### src/rtl/dmem_bridge.sv
`default_nettype none
// +--------------------------------------------------------------------------+
// | dmem_bridge: MEM-stage load/store to req/ack data-bus bridge with byte   |
// | lane steering and load extension. Option: DMEM_ALIGN_CHECK_EN. Rev 1.0   |
// +--------------------------------------------------------------------------+
module dmem_bridge #(
  parameter int          W              = 32,
  parameter int unsigned TIMEOUT_CYCLES = 0
) (
  input  logic         clk,
  input  logic         rst_n,
  input  logic         load_en,
  input  logic [W-1:0] l_addr,
  output logic [W-1:0] l_data,
  input  logic         store_en,
  input  logic [W-1:0] s_addr,
  input  logic [W-1:0] s_data,
  input  logic [1:0]   mem_size,
  input  logic         load_unsigned,
  output logic         stall,
  output logic         bus_req,
  output logic         bus_we,
  output logic [W-1:0] bus_addr,
  output logic [W-1:0] bus_wdata,
  output logic [3:0]   bus_be,
  input  logic         bus_ack,
  input  logic [W-1:0] bus_rdata,
`ifdef DMEM_ALIGN_CHECK_EN
  output logic         misalign,
`endif
  output logic         bus_err
);

  typedef enum logic [1:0] {
    ST_IDLE = 2'd0,
    ST_REQ  = 2'd1,
    ST_DONE = 2'd2
  } state_t;

  localparam bit          TO_EN   = (TIMEOUT_CYCLES != 0);
  localparam logic [31:0] TO_LAST = TIMEOUT_CYCLES - 1;

  state_t       state;
  state_t       state_next;
  logic         req_any;
  logic [W-1:0] addr_sel;
  logic         misal_hit;
  logic         start;
  logic         ack_hit;
  logic         to_hit;
  logic [1:0]   lat_off;
  logic [1:0]   lat_size;
  logic         lat_uns;
  logic         lat_load;
  logic [31:0]  to_cnt;
  logic [3:0]   be_calc;
  logic [W-1:0] wdata_calc;
  logic [7:0]   lane_b;
  logic [15:0]  lane_h;
  logic [W-1:0] rdata_fmt;

  // Store wins when both requests are present in the same cycle.
  assign req_any  = load_en | store_en;
  assign addr_sel = store_en ? s_addr : l_addr;

`ifdef DMEM_ALIGN_CHECK_EN
  logic addr_bad;

  always_comb begin
    case (mem_size)
      2'b00:   addr_bad = 1'b0;
      2'b01:   addr_bad = addr_sel[0];
      default: addr_bad = |addr_sel[1:0];
    endcase
  end

  assign misal_hit = rst_n && (state == ST_IDLE) && req_any && addr_bad;
  assign misalign  = misal_hit;
`else
  assign misal_hit = 1'b0;
`endif

  always_comb begin
    case (mem_size)
      2'b00: begin
        be_calc    = 4'b0001 << addr_sel[1:0];
        wdata_calc = {4{s_data[7:0]}};
      end
      2'b01: begin
        be_calc    = addr_sel[1] ? 4'b1100 : 4'b0011;
        wdata_calc = {2{s_data[15:0]}};
      end
      default: begin
        be_calc    = 4'b1111;
        wdata_calc = s_data;
      end
    endcase
  end

  always_comb begin
    case (lat_off)
      2'd0:    lane_b = bus_rdata[7:0];
      2'd1:    lane_b = bus_rdata[15:8];
      2'd2:    lane_b = bus_rdata[23:16];
      default: lane_b = bus_rdata[31:24];
    endcase
    lane_h = lat_off[1] ? bus_rdata[31:16] : bus_rdata[15:0];
    case (lat_size)
      2'b00:   rdata_fmt = {{24{lane_b[7] & ~lat_uns}}, lane_b};
      2'b01:   rdata_fmt = {{16{lane_h[15] & ~lat_uns}}, lane_h};
      default: rdata_fmt = bus_rdata;
    endcase
  end

  always_ff @(posedge clk) begin
    if (!rst_n) begin
      state <= ST_IDLE;
    end else begin
      state <= state_next;
    end
  end

  always_comb begin
    state_next = state;
    stall      = 1'b0;
    start      = 1'b0;
    ack_hit    = 1'b0;
    to_hit     = 1'b0;
    case (state)
      ST_IDLE: begin
        if (req_any && !misal_hit) begin
          stall      = 1'b1;
          start      = 1'b1;
          state_next = ST_REQ;
        end
      end
      ST_REQ: begin
        stall = 1'b1;
        // An ack in the final allowed cycle still completes normally.
        if (bus_ack) begin
          ack_hit    = 1'b1;
          state_next = ST_DONE;
        end else if (TO_EN && (to_cnt == TO_LAST)) begin
          to_hit     = 1'b1;
          state_next = ST_DONE;
        end
      end
      ST_DONE: state_next = ST_IDLE;
      default: state_next = ST_IDLE;
    endcase
  end

  always_ff @(posedge clk) begin
    if (!rst_n) begin
      bus_req   <= 1'b0;
      bus_we    <= 1'b0;
      bus_addr  <= '0;
      bus_wdata <= '0;
      bus_be    <= 4'b0000;
      l_data    <= '0;
      bus_err   <= 1'b0;
      lat_off   <= 2'b00;
      lat_size  <= 2'b00;
      lat_uns   <= 1'b0;
      lat_load  <= 1'b0;
      to_cnt    <= '0;
    end else begin
      bus_err <= 1'b0;
      if (start) begin
        bus_req   <= 1'b1;
        bus_we    <= store_en;
        bus_addr  <= {addr_sel[W-1:2], 2'b00};
        bus_wdata <= wdata_calc;
        bus_be    <= be_calc;
        lat_off   <= addr_sel[1:0];
        lat_size  <= mem_size;
        lat_uns   <= load_unsigned;
        lat_load  <= !store_en;
        to_cnt    <= '0;
      end else if (state == ST_REQ) begin
        to_cnt <= to_cnt + 32'd1;
        if (ack_hit) begin
          bus_req <= 1'b0;
          if (lat_load) begin
            l_data <= rdata_fmt;
          end
        end else if (to_hit) begin
          bus_req <= 1'b0;
          bus_err <= 1'b1;
          l_data  <= '0;
        end
      end
      if (misal_hit) begin
        l_data <= '0;
      end
    end
  end

endmodule
`default_nettype wire

### config.mk
export PLATFORM = sky130hd
export DESIGN_NAME = dmem_bridge
export DESIGN_NICKNAME = d
export VERILOG_FILES = /design/src/rtl/dmem_bridge.sv
export SDC_FILE = /design/constraint.sdc
export NUM_CORES = 1
export LEC_CHECK = 0
export BUFFER_PORTS_ARGS = -buffer_cell sky130_fd_sc_hd__buf_2
export CAP_MARGIN = 20
export CELL_PAD_IN_SITES_DETAIL_PLACEMENT = 1
export CELL_PAD_IN_SITES_GLOBAL_PLACEMENT = 1
export CORE_ASPECT_RATIO = 0.6
export CORE_MARGIN = 5
export CORE_UTILIZATION = 30
export DETAILED_ROUTE_END_ITERATION = 12
export PLACE_DENSITY_LB_ADDON = 0.1
export REMOVE_ABC_BUFFERS = 1
export SLEW_MARGIN = 20
export SYNTH_ARGS = -nofsm -noshare
export SYNTH_HDL_FRONTEND = slang
export SYNTH_SLANG_ARGS = --single-unit
### constraint.sdc
create_clock -name clk -period 1.5 [get_ports clk]
set_input_delay 0 -clock clk [delete_from_list [all_inputs] [get_ports clk]]
set_output_delay 0 -clock clk [all_outputs]
set_load 0.03 [all_outputs]
==> Yosys cells after proc, flatten, opt, wreduce, memory -nomap -nowiden <==
Index checks and enable logic that the tools add are counted.
Widths: inputs -> output; s select.
{ "word_totals": {"rom_bits": 0, "ramBits": 0, "in_bits": 136, "memories": 0, "elab_cells": 52, "latchBits": 0, "out_inout_bits": 104, "register_bits": 108} }
{ "op_classes": {"reduce_logical": 10, "n_bitwise": 5, "shifts": 1, "n_mux": 18, "eq_ne": 7, "n_mul": 0, "n_lt_le_gt_ge": 0, "n_addsub": 0, "div": 0} }
{ "ops": {"columns": ["cell", "n"], "rows": [
  ["$pmux 32 s2", 2],
  ["$mux 32", 1],
  ["$pmux 8 s3", 1],
  ["$mux 16", 1],
  ["$eq 2x1->1 const B", 4],
  ["$logic_not 2->1", 4],
  ["$pmux 4 s2", 1],
  ["$mux 1", 7],
  ["$mux 2", 2],
  ["$mux 4", 1],
  ["$ne 2x2->1 const B", 2],
  ["$pmux 2 s2", 1],
  ["$reduce_and 2->1", 2],
  ["$reduce_and 4->1", 1],
  ["$reduce_bool 2->1", 2],
  ["$shl 1x2->4 const A", 1],
  ["$and 1x1->1", 2],
  ["$eq 2x2->1 const B", 1],
  ["$not 1->1", 2],
  ["$pmux 1 s2", 1],
  ["$logic_not 1->1", 1],
  ["$or 1x1->1", 1]
]} }

==> Logic depth before layout (Yosys ltp) <==
{ "logic_depth": {"depth_word": 5, "ltp_mapped": 7, "mapped_depth_nobuf": 4} }

==> Least setup slack after synthesis <==
No wires, ideal clock.
{ "synth_timing": {"path_kind": "register -> register", "from": "register lat_off[0]", "to": "register l_data[20]", "setup_ns": 0.120, "period_less_slack_ns": 1.645, "slack_ns": -0.145, "stages_incl_launch_ff": 6, "n_path_buf": 1, "t_arrival_ns": 1.525, "required_time_ns": 1.380, "cell_sequence": "dfxtp_1 -> mux2_2 -> a32o_2 -> o31ai_4 -> buf_6 -> a21oi_1"} }
{ "synth_between": {"elab_chain_len": 4, "word_cells_on_any_way": 6, "classes_between": "eq/ne: 2; mux: 2; bitwise: 1; reduce/logical: 1"} }
{ "synth_lines": {"columns": ["element", "line", "source"], "rows": [
  ["start: declaration", "51", "logic [1:0] lat_off;"],
  ["start signal: assignment", "175", "lat_off <= addr_sel[1:0];"],
  ["$eq 2x2->1 (tied with other cells)", "101", "case (lat_off)"],
  ["$pmux 8 s3 (*)", "101", null],
  ["$and 1x1->1 (*)", "109", "2'b00: rdata_fmt = {{24{lane_b[7] & ~lat_uns}}, lane_b};"],
  ["$pmux 32 s2 (*)", "108", "case (lat_size)"],
  ["end signal: assignment", "185", "l_data <= rdata_fmt;"],
  ["end: declaration", "14", "output logic [W-1:0] l_data,"]
]} }
Mark *: on every way between the ends. The rest lies on a longest branch, timed or not.
A chain may end at the register's enable or synchronous reset.

==> Worst setup path in the final report <==
Same ends and word-level chain as after synthesis.

==> metrics.yaml <==
status:
  status: "finished with violations"
  violations: "setup timing"
layout:
  drive_gt1_frac: 0.353
  multi_input_area_mm2: 0.00269
  area_growth_pct: 61.8
  nFillCells: 1978
  seq_area_mm2: 0.00217
  final_util: 0.497
  final_nets: 1055
grt:
  antenna_found_initial: 1
  track_usage: 0.214
  grt_pass1_vias: 6075
  grt_overflow: 0
  grt_max_degree: 88
  grt_pass1_wl_um: 32900
logic_synthesis:
  yosys.area.top_type: "dfxtp_1"
  synth_mux_area_frac: 0.0472
  postSynthCellCount: 591
  synth_top_cell_area_share: 0.431
  ys_seq_area_frac: 0.431
  synth_top_family_by_area: "compound AO/OA/AOI/OAI gates"
  netlist_area_mm2: 0.00501
  synth_compound_area_frac: 0.287
  synth_adder_area_share: 0
  synth_xor_area_frac: 0
  ys_ff_latch: 108
  synthTopCellsByArea: "dfxtp_1 (43%), a21boi_0 (7.6%), nand2_1 (7.4%), o21ai_0 (6.1%), a22oi_1 (4.5%)"
  yosys.area_share.simple: 0.173
  syn_avg_cell_area_um2: 8.48
  yosysWarnings: 0
  ys_types: 37
sta:
  slew-limit-headroom: 0.672
  finalClockSkew_ps: 7.07
  layout_worst_path_cycle_share: 1.08
  fmax_mhz: 615
  setup_viol: 24
  drv_slew: 0
  setup_slack_ps: -127
  grt_setup_unrepaired: "true"
  finalHoldViolations: 0
  tightest_slew_ps: 489
  finalCriticalPeriod_ps: 1630
  finalSetupTns_ps: -2040
pwr:
  power_frac_clock: 0.319
  powerDensity_mw_per_mm2: 1000
  pwr-share-comb: 0.284
  p_sw_frac: 0.315
  leakage_uw: 0.00380
  seqPwrFrac: 0.397
  p_sw_uw: 2560
  peakVddDrop_uv: 526
  internal_power_uw: 5550
placement:
  numPortBuffers: 236
  post-dp-hpwl_um: 14600
  place_congestion: 0.912
drt:
  viasPerCell: 4.99
  num_vias: 5759
  post-route-drc-count: 0
  first_pass_iters: 5
  routed_wirelength_um: 21600
  wire_per_inst_um: 18.7
  drtIter0Drc: 306
  postRouteAntennaNets: 0
clock_network:
  htreeDepth: 3
  root_buffer: "clkbuf_16"
  cts_buffers: 9
  clk_pin_slew_worst_paths_ps: 70
  cts_tree: "built"
  clock-sinks: 108
  insertion_delay_ps: 350
  clockBufferDepth: 2
floorplanning:
  die_h_um: 110
  ios: 240
  rows: 36
  fp.coreArea_mm2: 0.0163
  die_w_um: 177
  dieArea_mm2: 0.0195
  initial_core_util: 0.307
worst_setup_path:
  cp.arrival_ps: 1870
  r2r_end: "l_data[20]$_SDFFE_PN0P_"
  crit_end: "l_data[20]$_SDFFE_PN0P_"
  r2r_slack_ps: -130
  critPathMaxStageDelay_ps: 370
  critPathLaunch: "lat_off[0]$_SDFFE_PN0P_"
  worst_path_max_delay_cell: "dfxtp_4"
  crit_required_ps: 1740
  crit_chain: "mux2_4 -> a32o_2 -> o31ai_4 -> buf_12 -> a21oi_1"
  criticalPathCategory: "register to register"
  worstRegToRegCells: 5
  cp-end-kind: "register"
  r2r-start: "lat_off[0]$_SDFFE_PN0P_"
  worstSetupStartpointType: "register"
  crit_fanout: 16
min_path:
  hp-class: "input pin to register"
run:
  drv_cap: 0
[repair_timing]
action | 4_1_cts | 5_1_grt
pin swaps | 2 | 11
hold buffers | 101 | 0
resized for setup | 10 | 26
cloned | 0 | 1
hold endpoints to repair | 76 | 0
buffers inserted | 2 | 2
setup endpoints to repair | 30 | 34
[kinds of logic (layout without fill, tap and decap cells)]
kind of cell | after synthesis | in the layout
other | 1 | 5
buffers and inverters | 67 | 397
and+or+nand+nor | 179 | 179
AOI/OAI and AO/OA | 213 | 213
muxes | 23 | 23
DFF | 108 | 108
[layout by cell type (no fill, tap or decap), types with 2 or more instances in the layout]
cell,synthesis,layout
a21boi_0,51,49
a21boi_1,0,2
a21oi_1,28,24
a21oi_2,0,2
a21oi_4,0,2
a221oi_2,0,6
a22oi_1,30,30
a31o_2,6,6
a31oi_1,8,7
and3_1,2,2
buf_12,0,9
buf_2,9,235
buf_4,4,24
buf_6,3,4
bufinv_16,0,2
clkbuf_16,0,10
conb_1,1,3
dfxtp_1,108,105
dfxtp_2,0,2
diode_2,0,2
dlygate4sd3_1,0,101
inv_1,8,8
mux2_2,5,4
mux2i_1,18,18
nand2_1,99,96
nand2_2,0,3
nand3_1,16,16
nand3b_1,30,30
nor2_1,11,9
nor2b_1,4,3
nor3_1,8,6
nor3_2,0,2
nor3b_1,3,3
o211a_1,16,16
o211ai_1,2,2
o21ai_0,61,59
[area by class of cell]
| type | count | share of cell area |
|---|---|---|
| clock inverters | 4 | 0.00910 |
| inverters | 8 | 0.00370 |
| well taps | 228 | 0.0352 |
| multi-input cells | 418 | 0.331 |
| clock buffers | 11 | 0.0299 |
| flip-flops and latches | 108 | 0.267 |
| diodes | 2 | 0.000617 |
| repair buffers | 374 | 0.323 |
[state kept, by name (all words and copies together) (netlist names)]
name / cells
l_data: 32
bus_we: 1
lat_uns: 1
lat_size: 2
bus_req: 1
bus_be: 4
lat_load: 1
bus_addr: 30
lat_off: 2
bus_wdata: 32
state: 2
[metrics by stage]
| stage | cells | area, um^2 | hold WS, ps | total power (uW) | worst slack, ps |
|---|---|---|---|---|---|
| detailed placement | 1030 | 6590 | 266 | 5260 | -190 |
| global route | 1152 | 8110 | 11.3 | 8530 | -155 |
| floorplan | 534 | 4750 | 117 | 4330 | -2300 |
| CTS | 1148 | 7960 | 0.838 | 8120 | -129 |
| global placement | 1030 | 6590 | 259 | 5200 | -133 |
| finish | 1153 | 8110 | 2.70 | 8110 | -127 |
[worst max-delay path, delay by kind of cell, from the launching register on]
family | cells | cell delay (ps)
compound gates | 3 | 660
buf+inv | 1 | 190
flops | 1 | 370
mux | 1 | 300
[worst min path at each step]
stage	startpoint	to	slack, ps	cells past startpoint
after floorplan	rst_n	state[0]$_SDFFE_PN0P_	120	1
after global placement	load_unsigned	lat_uns$_SDFFE_PN0P_	260	3
after detailed placement	bus_rdata[2]	l_data[2]$_SDFFE_PN0P_	270	3
after CTS	s_addr[11]	bus_addr[11]$_SDFFE_PN0P_	0.8	3
after global routing	s_addr[6]	bus_addr[6]$_SDFFE_PN0P_	10	3
final	bus_rdata[6]	l_data[6]$_SDFFE_PN0P_	3	3
[power groups by stage]
stage / Sequential (uW) / Clock (uW) / Combinational [uW]
2_1_floorplan: 3690 / 0 / 645
3_3_place_gp: 3270 / 0 / 1940
3_5_place_dp: 3280 / 0 / 1980
4_1_cts: 3210 / 2680 / 2220
5_1_grt: 3250 / 2800 / 2480
6_report: 3220 / 2590 / 2310
[cell usage after synthesis]
master    count
a21oi_1      28
nor2b_4       1
dfxtp_1     108
mux2_2        5
nor3b_1       3
o21ai_0      61
nor3_1        8
inv_1         8
a221oi_1      6
a32o_2        1
and4b_1       1
o21a_1        2
o31ai_4       1
buf_2         9
conb_1        1
buf_6         3
o211a_1      16
and2_0        1
nand2_1      99
buf_4         4
nor2_1       11
and3_1        2
nor2b_1       4
nand2b_1      1
nand3b_1     30
clkbuf_1     40
a22o_1        1
a22oi_1      30
a31o_2        6
o211ai_1      2
a31oi_1       8
or2b_1        1
buf_1         3
and2_1        1
a21boi_0     51
nand3_1      16
mux2i_1      18
[routing by layer]
| metal | global-route usage | routed length, um | part of all wire | vias to the layer above |
|---|---|---|---|---|
| met5 | 0 | 0 | 0 | - |
| met4 | 0.0546 | 349 | 0.016 | 0 |
| met3 | 0.0763 | 1960 | 0.091 | 29 |
| met2 | 0.352 | 9900 | 0.46 | 221 |
| met1 | 0.269 | 9380 | 0.43 | 2761 |
| li1 | - | - | - | 2748 |
Note: power is estimated with default switching activity, not from simulation.
